### config.mk
export PLATFORM = sky130hd
export DESIGN_NAME = rx_frontend
export DESIGN_NICKNAME = d
export VERILOG_FILES = /design/src/rtl/wbuart_pkg.sv /design/src/rtl/rx_sync.sv /design/src/rtl/rx_frontend.sv
export SDC_FILE = /design/constraint.sdc
export NUM_CORES = 1
export LEC_CHECK = 0
export CAP_MARGIN = 20
export CORE_MARGIN = 1
export CORE_UTILIZATION = 50
export CTS_BUF_LIST = sky130_fd_sc_hd__clkbuf_2 sky130_fd_sc_hd__clkbuf_4 sky130_fd_sc_hd__clkbuf_8
export CTS_CLUSTER_DIAMETER = 30
export DETAILED_ROUTE_END_ITERATION = 8
export GPL_ROUTABILITY_DRIVEN = 0
export PLACE_DENSITY = 0.71
export SYNTH_ARGS = -nofsm -noshare
export SYNTH_HDL_FRONTEND = slang
export SYNTH_SLANG_ARGS = --single-unit
### constraint.sdc
create_clock -name clk_i -period 4.3 [get_ports clk_i]
set_input_delay 0.645 -clock clk_i [delete_from_list [all_inputs] [get_ports clk_i]]
set_output_delay 0.645 -clock clk_i [all_outputs]
set_load 0.05 [all_outputs]
### src/rtl/wbuart_pkg.sv
// Shared UART definitions: receiver/transmitter state encoding and parity control constants.
package wbuart_pkg;

  typedef enum logic [2:0] {
    IDLE   = 3'd0,
    START  = 3'd1,
    DATA   = 3'd2,
    PARITY = 3'd3,
    STOP   = 3'd4
  } uart_state_e;

  localparam logic [1:0] PAR_NONE    = 2'b00;
  localparam int         PAR_ODD_BIT = 0;

  // Counter preload that lands the first sample in the middle of the start bit.
  function automatic logic [15:0] mid_bit_load(input logic [15:0] clk_div);
    return {1'b0, clk_div[15:1]} - 16'd1;
  endfunction

endpackage

### src/rtl/rx_sync.sv
// Multi-flop synchroniser for the asynchronous receive line; resets to the idle (high) level.
module rx_sync #(
  parameter int SYNC_STAGES = 2
) (
  input  logic clk_i,
  input  logic rst_i,
  input  logic d_i,
  output logic q_o
);

  logic [SYNC_STAGES-1:0] sync_q;

  always_ff @(posedge clk_i or negedge rst_i) begin
    if (!rst_i) begin
      sync_q <= '1;
    end else begin
      sync_q <= {sync_q[SYNC_STAGES-2:0], d_i};
    end
  end

  assign q_o = sync_q[SYNC_STAGES-1];

endmodule

### src/rtl/rx_frontend.sv
// UART receive front end: start detect, mid-bit sampling, parity and stop-bit checking.
// Optional WBUART_RX_MAJORITY_VOTE_EN: each sample is a 2-of-3 vote over the last three synced values.
//
// state  | meaning
// IDLE   | wait for armed line to go low
// START  | confirm start bit at mid-bit
// DATA   | shift in 7 or 8 data bits, LSB first
// PARITY | compare received parity bit with running parity
// STOP   | sample one or two stop bits, then report frame
module rx_frontend
  import wbuart_pkg::*;
#(
  parameter int SYNC_STAGES = 2
) (
  input  logic        clk_i,
  input  logic        rst_i,
  input  logic [15:0] cr_clk_div_i,
  input  logic        cr_ds_i,
  input  logic [1:0]  cr_p_i,
  input  logic        cr_s_i,
  input  logic        uart_rx_i,
  output logic [7:0]  dr_o,
  output logic        done_o,
  output logic        parity_error_o,
  output logic        frame_error_o
);

  logic rx_s;
  logic bit_s;

  rx_sync #(
    .SYNC_STAGES(SYNC_STAGES)
  ) u_rx_sync (
    .clk_i(clk_i),
    .rst_i(rst_i),
    .d_i  (uart_rx_i),
    .q_o  (rx_s)
  );

`ifdef WBUART_RX_MAJORITY_VOTE_EN
  logic [1:0] hist_q;

  always_ff @(posedge clk_i or negedge rst_i) begin
    if (!rst_i) begin
      hist_q <= 2'b11;
    end else begin
      hist_q <= {hist_q[0], rx_s};
    end
  end

  assign bit_s = (rx_s & hist_q[0]) | (rx_s & hist_q[1]) | (hist_q[0] & hist_q[1]);
`else
  assign bit_s = rx_s;
`endif

  uart_state_e state_q;
  logic [15:0] cnt_q;
  logic [15:0] div_q;
  logic        ds_q;
  logic [1:0]  p_q;
  logic        s_q;
  logic [2:0]  bitcnt_q;
  logic        stopcnt_q;
  logic [7:0]  shift_q;
  logic        par_q;
  logic        perr_q;
  logic        ferr_q;
  logic        armed_q;
  logic [7:0]  dr_q;
  logic        done_q;
  logic        pe_q;
  logic        fe_q;

  logic        tick;
  logic        last_bit;
  logic [15:0] reload;

  assign tick     = (cnt_q == 16'd0);
  assign last_bit = ds_q ? (bitcnt_q == 3'd7) : (bitcnt_q == 3'd6);
  assign reload   = div_q - 16'd1;

  always_ff @(posedge clk_i or negedge rst_i) begin
    if (!rst_i) begin
      state_q   <= IDLE;
      cnt_q     <= '0;
      div_q     <= '0;
      ds_q      <= 1'b0;
      p_q       <= PAR_NONE;
      s_q       <= 1'b0;
      bitcnt_q  <= '0;
      stopcnt_q <= 1'b0;
      shift_q   <= '0;
      par_q     <= 1'b0;
      perr_q    <= 1'b0;
      ferr_q    <= 1'b0;
      armed_q   <= 1'b0;
      dr_q      <= '0;
      done_q    <= 1'b0;
      pe_q      <= 1'b0;
      fe_q      <= 1'b0;
    end else begin
      done_q <= 1'b0;
      if (state_q != IDLE) begin
        cnt_q <= tick ? reload : cnt_q - 16'd1;
      end
      case (state_q)
        IDLE: begin
          cnt_q <= '0;
          if (!armed_q) begin
            armed_q <= rx_s;
          end else if (!rx_s) begin
            state_q <= START;
            cnt_q   <= mid_bit_load(cr_clk_div_i);
            div_q   <= cr_clk_div_i;
            ds_q    <= cr_ds_i;
            p_q     <= cr_p_i;
            s_q     <= cr_s_i;
          end
        end
        START: begin
          if (tick) begin
            if (bit_s) begin
              state_q <= IDLE;
            end else begin
              state_q  <= DATA;
              bitcnt_q <= '0;
              shift_q  <= '0;
              par_q    <= p_q[PAR_ODD_BIT];
              perr_q   <= 1'b0;
              ferr_q   <= 1'b0;
            end
          end
        end
        DATA: begin
          if (tick) begin
            shift_q[bitcnt_q] <= bit_s;
            par_q             <= par_q ^ bit_s;
            bitcnt_q          <= bitcnt_q + 3'd1;
            if (last_bit) begin
              state_q   <= (p_q != PAR_NONE) ? PARITY : STOP;
              stopcnt_q <= s_q;
            end
          end
        end
        PARITY: begin
          if (tick) begin
            perr_q  <= (bit_s != par_q);
            state_q <= STOP;
          end
        end
        STOP: begin
          if (tick) begin
            if (stopcnt_q) begin
              stopcnt_q <= 1'b0;
              ferr_q    <= ferr_q | ~bit_s;
            end else begin
              // Frame end: publish results and disarm until the line is seen high again.
              state_q <= IDLE;
              cnt_q   <= '0;
              armed_q <= 1'b0;
              done_q  <= 1'b1;
              dr_q    <= shift_q;
              pe_q    <= perr_q;
              fe_q    <= ferr_q | ~bit_s;
            end
          end
        end
        default: state_q <= IDLE;
      endcase
    end
  end

  assign dr_o           = dr_q;
  assign done_o         = done_q;
  assign parity_error_o = pe_q;
  assign frame_error_o  = fe_q;

endmodule

==> results.cfg, run 1 <==
[cts]
cts_resized = 0
cts_hold_buf = 0
post_cts_buffers = 0
cts_made_buffers = 9
clkTransAtPathRegs_ns = 0.08
cts_tree = yes
htree_levels = 3
clk_latency_ns = 0.35
clockBufferDepth = 2
cts_root_buffer = clkbuf_8
cts.sinks = 68

[floorplanning]
core_area_sq_um = 7214
start_util_pct = 51.54
pin_count = 34
die-area_sq_um = 7786
die_x_microns = 88.24
dieHeight_microns = 88.24
row_count = 31

[final_layout]
syn2layout_area_growth_pct = 15.11
nNetsFinal = 444
num_antenna_cells = 0
final_layout_size_suffix_gt1_share_pct = 12.06
final_cells = 522
post-route-cell-area_sq_um = 4280

[synthesis]
synthArstFlopShare_pct = 100.0
synthCells = 389
synth_top_family_by_area = simple AND/OR/NAND/NOR gates
synth_cell_types = 61
synth_ff_type = dfrtp_1
synthAdderAreaFrac_pct = 1.009
synth-simple-area-share_pct = 23.76
synth_edf_count = 0
synthesis.area_sq_um = 3719
synth.area.mux_share_pct = 4.946
yosys.area_share.xor_xnor_pct = 5.888
avgSynthCellArea_sq_um = 9.559
synth_compound_area_share_pct = 15.11
ys_seq_area_share_pct = 45.83
syn-num-nets = 415
yosys_warnings = 0
yosys_register_bits = 68

[detailed_routing]
vias = 3067
drt_first_pass_iters = 4
vias_per_cell = 5.875
dr.first_iter.drc_count = 179
wirelength_microns = 8158
route.detailed.drc = 0
wl_per_cell_microns = 15.63
drtAntennaViolNets = 0

[timing]
rsz0062_at_grt = no
fin_ws_ns = 1.740
setup_viol = 0
timing.fmax_ghz = 0.3907
fin_crit_sh_pct = 59.52
period_minus_slack_ns = 2.560
max_slew.worst_pin.slew_ns = 0.8871
slew_violations = 0
finClkSkew_ns = 0.009633
tns_ns = 0
relSlewSlack_pct = 40.86
hold_viol = 0

[global_routing]
grt_pass1_wl_microns = 13600
grtUsageTotal_pct = 22.91
gr-total-overflow = 0
grt_antenna_before_repair = 0
grt_max_degree = 37
first_global_vias = 2827

[outcome]
status = completed

[placed_design]
io_buffers = 33
place_ws_ns = 1.396
dpl-instance-area_sq_um = 4080
place_hpwl_microns = 5605
dp.cells = 506

[flow_run]
drv_cap = 0

[power]
cellLeakagePower_nw = 1.789
max-vdd-ir-drop_mv = 0.3506
finalPower_mw = 2.479
p_per_area_nw_per_um2 = 579.2

[setup_path]
end_kind = register
crit_chain = clkdlybuf4s50_1, or4_4, nor4_1, nand2_1, xor2_1, o22ai_1
max_stage_delay_ns = 0.61
cp.required_ns = 4.50
crit_buf_inv = 1
path_max_fanout = 5
critPathLaunchType = input port
crit_family = simple AND/OR/NAND/NOR gates
critPathSlowestCell = nor4_1
worstSetupPathType = in -> reg
cp.arrival_ns = 2.76

[hold_path]
hold_path.class = reg -> reg
## area by class of cell
| type | instances | area (sq um) |
|---|---|---|
| Multi-Input combinational cell | 297 | 1886 |
| Tap cell | 99 | 123.9 |
| Clock buffer | 9 | 123.9 |
| Timing Repair Buffer | 35 | 340.3 |
| Inverter | 7 | 26.28 |
| Sequential cell | 68 | 1704 |
| Fill cell | 650 | 2934 |
| Clock inverter | 7 | 76.32 |
## logic make-up after synthesis
group,Yosys count
and+or+nand+nor,164
adders and majority gates,3
AOI/OAI and AO/OA,88
xor gates and xnor gates,25
DFF,68
buffers and inverters,24
muxes,17
## Yosys cell counts (3+ instances only)
cell type,count,area share (%)
a21oi_1,22,3.0
o21ai_0,21,2.8
or3_1,3,0.50
xor2_1,8,1.9
buf_4,3,0.61
nand4_1,3,0.50
nor4_1,4,0.67
mux2_2,11,3.3
nor3_1,13,1.7
nor2_1,24,2.4
dfrtp_1,66,44
nand3_1,10,1.3
a31oi_1,6,1.0
a211oi_1,3,0.61
ha_1,3,1.0
o31a_1,3,0.71
nand3b_1,3,0.61
nor3_4,3,1.3
o211ai_1,3,0.61
mux2i_1,6,1.6
nand2_1,73,7.4
buf_2,4,0.54
and3_1,3,0.50
inv_1,7,0.71
or4_1,3,0.61
xnor2_1,17,4.0
o22ai_1,11,1.9
clkbuf_1,6,0.61
## where the power goes
group	total (mW)	internal, mW	leakage (nW)	switching, mW
sequential	1.03	0.821	0.883	0.208
combinational	0.921	0.368	0.810	0.554
clock	0.529	0.270	0.0958	0.259
total	2.48	1.46	1.79	1.02
## metrics by stage
stage | utilization, % | hold WS [ns]
after floorplan | - | 0.3452
after global placement | 56.56 | 0.3469
after CTS | 59.33 | 0.3600
final | 59.33 | 0.3590
after detailed placement | 56.56 | 0.3496
after global routing | 59.33 | 0.3653
## state kept, by name (all words and copies together), names as in the netlist
name	cells
armed_q	1
bitcnt_q	3
cnt_q	16
div_q	16
done_o	1
dr_o	8
ds_q	1
ferr_q	1
frame_error_o	1
p_q	2
par_q	1
parity_error_o	1
perr_q	1
s_q	1
shift_q	8
state_q	3
stopcnt_q	1
u_rx_sync.sync_q	2
## per-layer routing
metal	track usage, %	part of all wire [%]	vias to the layer above
met3	6.063	5.2	8
li1	-	-	1459
met1	30.13	46	1499
met4	7.625	1.2	0
met5	0	0	-
met2	36.92	48	101
## cell usage in the layout (no fill, tap or decap), drive strengths merged, types with 5 or more instances in the layout
master,instances
xnor2,17
mux2,11
nor2,26
dfrtp,66
nor4,7
inv,8
clkbuf,9
nor3,16
xor2,8
nand2,75
o21ai,21
nand3,11
o22ai,13
a21oi,22
or4,5
clkdlybuf4s50,32
a31oi,6
mux2i,6
## path summary, 6_finish.rpt
kind / from / end / slack (ns) / cells past startpoint
min in group asynchronous: rst_i / state_q[1] / 0.37 / 1
hold / removal: u_rx_sync.sync_q[0] / u_rx_sync.sync_q[1] / 0.36 / 0
setup / recovery: cr_clk_div_i[5] / cnt_q[13] / 1.74 / 6
hold reg to reg: u_rx_sync.sync_q[0] / u_rx_sync.sync_q[1] / 0.36 / 0
setup reg to reg: cnt_q[11] / cnt_q[12] / 1.75 / 10
max in group asynchronous: rst_i / cnt_q[12] / 3.01 / 2
No activity file was read; power rests on OpenSTA's default activity.
==> run 2, diff against run 1 <==
--- a/config.mk
+++ b/config.mk
@@ -12,7 +12,7 @@
 export CTS_CLUSTER_DIAMETER = 30
 export DETAILED_ROUTE_END_ITERATION = 8
 export GPL_ROUTABILITY_DRIVEN = 0
-export PLACE_DENSITY = 0.71
+export PLACE_DENSITY = 0.74
 export SYNTH_ARGS = -nofsm -noshare
 export SYNTH_HDL_FRONTEND = slang
 export SYNTH_SLANG_ARGS = --single-unit
==> constraint.sdc (replaced) <==
create_clock -name clk_i -period 2.2 [get_ports clk_i]
set_input_delay 0.33 -clock clk_i [delete_from_list [all_inputs] [get_ports clk_i]]
set_output_delay 0.33 -clock clk_i [all_outputs]
set_load 0.05 [all_outputs]
==> run 2 against run 1 <==
Compared with the run above: register-to-register slack lost 1.7 ns; design area grew 10%; clock skew grew 0.0025 ns; power grew 120%; critical path type is now reg -> reg; wire length grew 8.2%; utilization grew 6.2 points; die area is the same.
==> results.cfg, run 2 (synthesis gave the netlist of run 1 again) <==
[outcome]
status = completed

[detailed_routing]
dr.first_iter.drc_count = 157
drt_first_pass_iters = 4
drtAntennaViolNets = 0
vias = 3275
wl_per_cell_microns = 15.56
route.detailed.drc = 0
wirelength_microns = 8825
vias_per_cell = 5.776

[timing]
hold_viol = 0
finClkSkew_ns = 0.01218
fin_crit_sh_pct = 97.58
max_slew.worst_pin.slew_ns = 0.5217
timing.fmax_ghz = 0.4658
tns_ns = 0
rsz0062_at_grt = yes
slew_violations = 0
relSlewSlack_pct = 65.22
period_minus_slack_ns = 2.147
fin_ws_ns = 0.05330
setup_viol = 0

[placed_design]
io_buffers = 33
place_hpwl_microns = 6142
place_ws_ns = -0.2348
dp.cells = 547
dpl-instance-area_sq_um = 4439

[floorplanning]
dieHeight_microns = 88.24
die-area_sq_um = 7786
core_area_sq_um = 7214
pin_count = 34
row_count = 31
die_x_microns = 88.24
start_util_pct = 51.54

[final_layout]
utilization_pct = 65.52
layout.cells.most_common = nand2_1
fillCellCount = 605
nNetsFinal = 489
layout_common_cells = 71 x nand2_1, 66 x dfrtp_1, 44 x buf_4
num_antenna_cells = 0
syn2layout_area_growth_pct = 27.12
final_cells = 567
ff_latch_area_sq_um = 1704
post-route-cell-area_sq_um = 4727
multiInputGateArea_sq_um = 1967
final_layout_size_suffix_gt1_share_pct = 23.08
reg_top3 = cnt_q: 16 flops, div_q: 16 flops

[setup_path]
worstSetupPathType = reg -> reg
end_kind = register
cp.required_ns = 2.42
reg2reg_slack_ns = 0.05
cp.arrival_ns = 2.37
path_max_fanout = 5
critPathLaunchType = register

[cts]
cts_root_buffer = clkbuf_8
clk_latency_ns = 0.36
cts.sinks = 68
clkTransAtPathRegs_ns = 0.07
cts_made_buffers = 9
htree_levels = 3
clockBufferDepth = 2
cts_tree = yes

[global_routing]
grt_antenna_before_repair = 0
first_global_vias = 3311
grt_pass1_wl_microns = 14900
grt_max_degree = 34
grtUsageTotal_pct = 25.02
gr-total-overflow = 0

[hold_path]
hold_path.class = reg -> reg

[flow_run]
drv_cap = 0

[power]
p_per_area_nw_per_um2 = 1132
max-vdd-ir-drop_mv = 0.7036
cellLeakagePower_nw = 2.035
## run 2: worst paths after layout
| path | from | to | cells past startpoint |
|---|---|---|---|
| hold / removal | u_rx_sync.sync_q[0] | u_rx_sync.sync_q[1] | 0 |
| setup reg to reg | cnt_q[11] | cnt_q[12] | 10 |
| setup / recovery | cnt_q[11] | cnt_q[12] | 10 |
| hold reg to reg | u_rx_sync.sync_q[0] | u_rx_sync.sync_q[1] | 0 |
| max in group asynchronous | rst_i | div_q[4] | 3 |
| min in group asynchronous | rst_i | s_q | 2 |
## run 2: final cells by class
type / instances / share of cell area [%]
clock inverter: 7 / 1.615
tap: 99 / 2.620
inverter: 7 / 0.5559
timing repair buffer: 80 / 14.93
sequential: 68 / 36.05
clock buffer: 9 / 2.620
multi-input combinational: 297 / 41.61
## run 2: layer usage
layer / GRT usage (%) / wire length [microns] / vias to the layer above
li1: - / - / 1547
met1: 31.12 / 3789 / 1586
met2: 42.17 / 4397 / 119
met3: 3.731 / 426 / 23
met4: 13.34 / 212 / 0
met5: 0 / 0 / -
## run 2: repair_timing
action,CTS,global route
hold endpoints to repair,20,0
hold buffers,1,0
setup endpoints to repair,1,24
gates resized for setup,1,10
buffers inserted,0,3
pin swaps,0,6
## run 2: through the flow
step	hold WS, ns	power (mW)
after detailed placement	0.3359	4.174
after global routing	0.3698	5.693
after global placement	0.3342	4.102
after CTS	0.3585	5.237
after floorplan	0.03441	3.422
final	0.3579	5.352
## run 2: where the power goes
part	switching, mW	internal, mW	total, mW
sequential	0.396	1.61	2.00
combinational	1.27	1.05	2.32
clock	0.506	0.528	1.03
total	2.17	3.18	5.35
## run 2: worst max-delay path, cell delays in order (launching register included)
cell and delay [ns]:
dfrtp_1 0.41, nor4_4 0.36, nand3_2 0.18, nor2_4 0.16, a21oi_1 0.09, ha_1 0.22, nand2_1 0.12, a31oi_4 0.06
nand4b_1 0.16, xnor2_2 0.15, o22ai_2 0.10
==> run 3, diff against run 2 <==
--- a/config.mk
+++ b/config.mk
@@ -13,6 +13,7 @@
 export DETAILED_ROUTE_END_ITERATION = 8
 export GPL_ROUTABILITY_DRIVEN = 0
 export PLACE_DENSITY = 0.74
+export REMOVE_ABC_BUFFERS = 1
 export SYNTH_ARGS = -nofsm -noshare
 export SYNTH_HDL_FRONTEND = slang
 export SYNTH_SLANG_ARGS = --single-unit
==> run 3 against run 2 <==
Compared with the run above: count of clock-buffer cells in the layout increased by 1; fmax decreased by 0.88%; via count is essentially flat; clock skew rose by 0.0019 ns; sequential share of layout area about the same; utilization about the same; critical path depth shrank 3; register-to-register slack lost 0.02 ns.
==> results.cfg, run 3 (synthesis gave the netlist of run 1 again) <==
[outcome]
status = completed

[setup_path]
crit_family = simple AND/OR/NAND/NOR gates
cp.required_ns = 2.48
crit_chain = nor4_4, nand3_1, buf_4, nor3_1, nand2_1, nor3b_1, mux2i_1
critPathLaunchType = register
worstSetupPathType = reg -> reg
max_stage_delay_ns = 0.42
crit_buf_inv = 1
reg2reg_slack_ns = 0.03
path_max_fanout = 5
end_kind = register
cp.arrival_ns = 2.45
critPathSlowestCell = dfrtp_1

[final_layout]
layout_common_cells = 73 x nand2_1, 66 x dfrtp_1, 51 x buf_4
num_antenna_cells = 0
syn2layout_area_growth_pct = 27.15
reg_top3 = cnt_q: 16 flops, div_q: 16 flops
post-route-cell-area_sq_um = 4728
final_layout_size_suffix_gt1_share_pct = 23.26
nNetsFinal = 494
layout.cells.most_common = nand2_1

[timing]
slew_violations = 0
setup_viol = 0
fin_crit_sh_pct = 98.45
hold_viol = 0
period_minus_slack_ns = 2.166
finClkSkew_ns = 0.01403
max_slew.worst_pin.slew_ns = 0.4926
timing.fmax_ghz = 0.4617
tns_ns = 0
rsz0062_at_grt = yes
relSlewSlack_pct = 67.06

[detailed_routing]
drt_first_pass_iters = 4
vias_per_cell = 5.729
vias = 3277
wirelength_microns = 9009
wl_per_cell_microns = 15.75
route.detailed.drc = 0
drtAntennaViolNets = 0
dr.first_iter.drc_count = 220

[cts]
clk_latency_ns = 0.36
cts_hold_buf = 0
cts_made_buffers = 9
cts_tree = yes
cts.sinks = 68
clkTransAtPathRegs_ns = 0.08
clockBufferDepth = 2
htree_levels = 3
cts_root_buffer = clkbuf_8

[floorplanning]
die_x_microns = 88.24
pin_count = 34
start_util_pct = 51.54
core_area_sq_um = 7214
die-area_sq_um = 7786
dieHeight_microns = 88.24
row_count = 31

[power]
finalPower_mw = 5.373
p_per_area_nw_per_um2 = 1136
max-vdd-ir-drop_mv = 0.7016
cellLeakagePower_nw = 2.052

[flow_run]
drv_cap = 0

[global_routing]
grt_pass1_wl_microns = 15000
grt_antenna_before_repair = 0
use_met1_pct = 31.14
grt_use_met2_pct = 43.71
grtUsageTotal_pct = 25.33
busiest_layer = met2
first_global_vias = 3326
use_met3_pct = 4.198
grt_max_degree = 35
gr-total-overflow = 0

[placed_design]
dpl-instance-area_sq_um = 4461
place_hpwl_microns = 6261
io_buffers = 33

[hold_path]
hold_path.class = in -> async
run 3: through the flow:
stage                     hold WS (ns)  instances  worst slack, ns  util (%)
after floorplan                0.03441        372          -0.2285         -
after global placement          0.3462        555          -0.1891     61.83
after detailed placement        0.3489        555          -0.2132     61.83
after CTS                      0.01656        571         0.001798     64.71
after global routing           0.04236        572         -0.04147     65.54
final                         0.008524        572          0.03420     65.54
run 3: timing repair:
item | CTS | global route
setup endpoints to repair | 3 | 15
buffers inserted | 0 | 1
pin swaps | 0 | 2
gates resized for setup | 1 | 11
run 3: layout make-up:
type                       instances  area (sq um)
sequential                        68          1704
clock inverter                     6         63.81
clock buffer                      10         137.6
inverter                           7         26.28
timing repair buffer              85         728.2
tap                               99         123.9
fill                             586          2486
multi-input combinational        297          1944
run 3: final timing paths:
kind,depth (start not counted),startpoint,to
worst max-delay path,7,cnt_q[10],shift_q[5]
worst min-delay path,2,rst_i,s_q
worst max register to register,7,cnt_q[10],shift_q[5]
worst min register to register,0,u_rx_sync.sync_q[0],u_rx_sync.sync_q[1]
max in group asynchronous,2,rst_i,u_rx_sync.sync_q[0]
min in group clk_i,0,u_rx_sync.sync_q[0],u_rx_sync.sync_q[1]
run 3: metal layers:
metal  wire (microns)  vias to the layer above
met5                0                        -
li1                 -                     1560
met2             4503                       99
met3              441                       16
met1             3891                     1602
met4              172                        0
run 3: power breakdown:
group          internal [mW]  switching, mW  leakage (nW)  total (mW)
logic                   1.07           1.26          1.07        2.34
clock network          0.552          0.500        0.0983        1.05
registers               1.60          0.381         0.883        1.99
total                   3.23           2.15          2.05        5.37
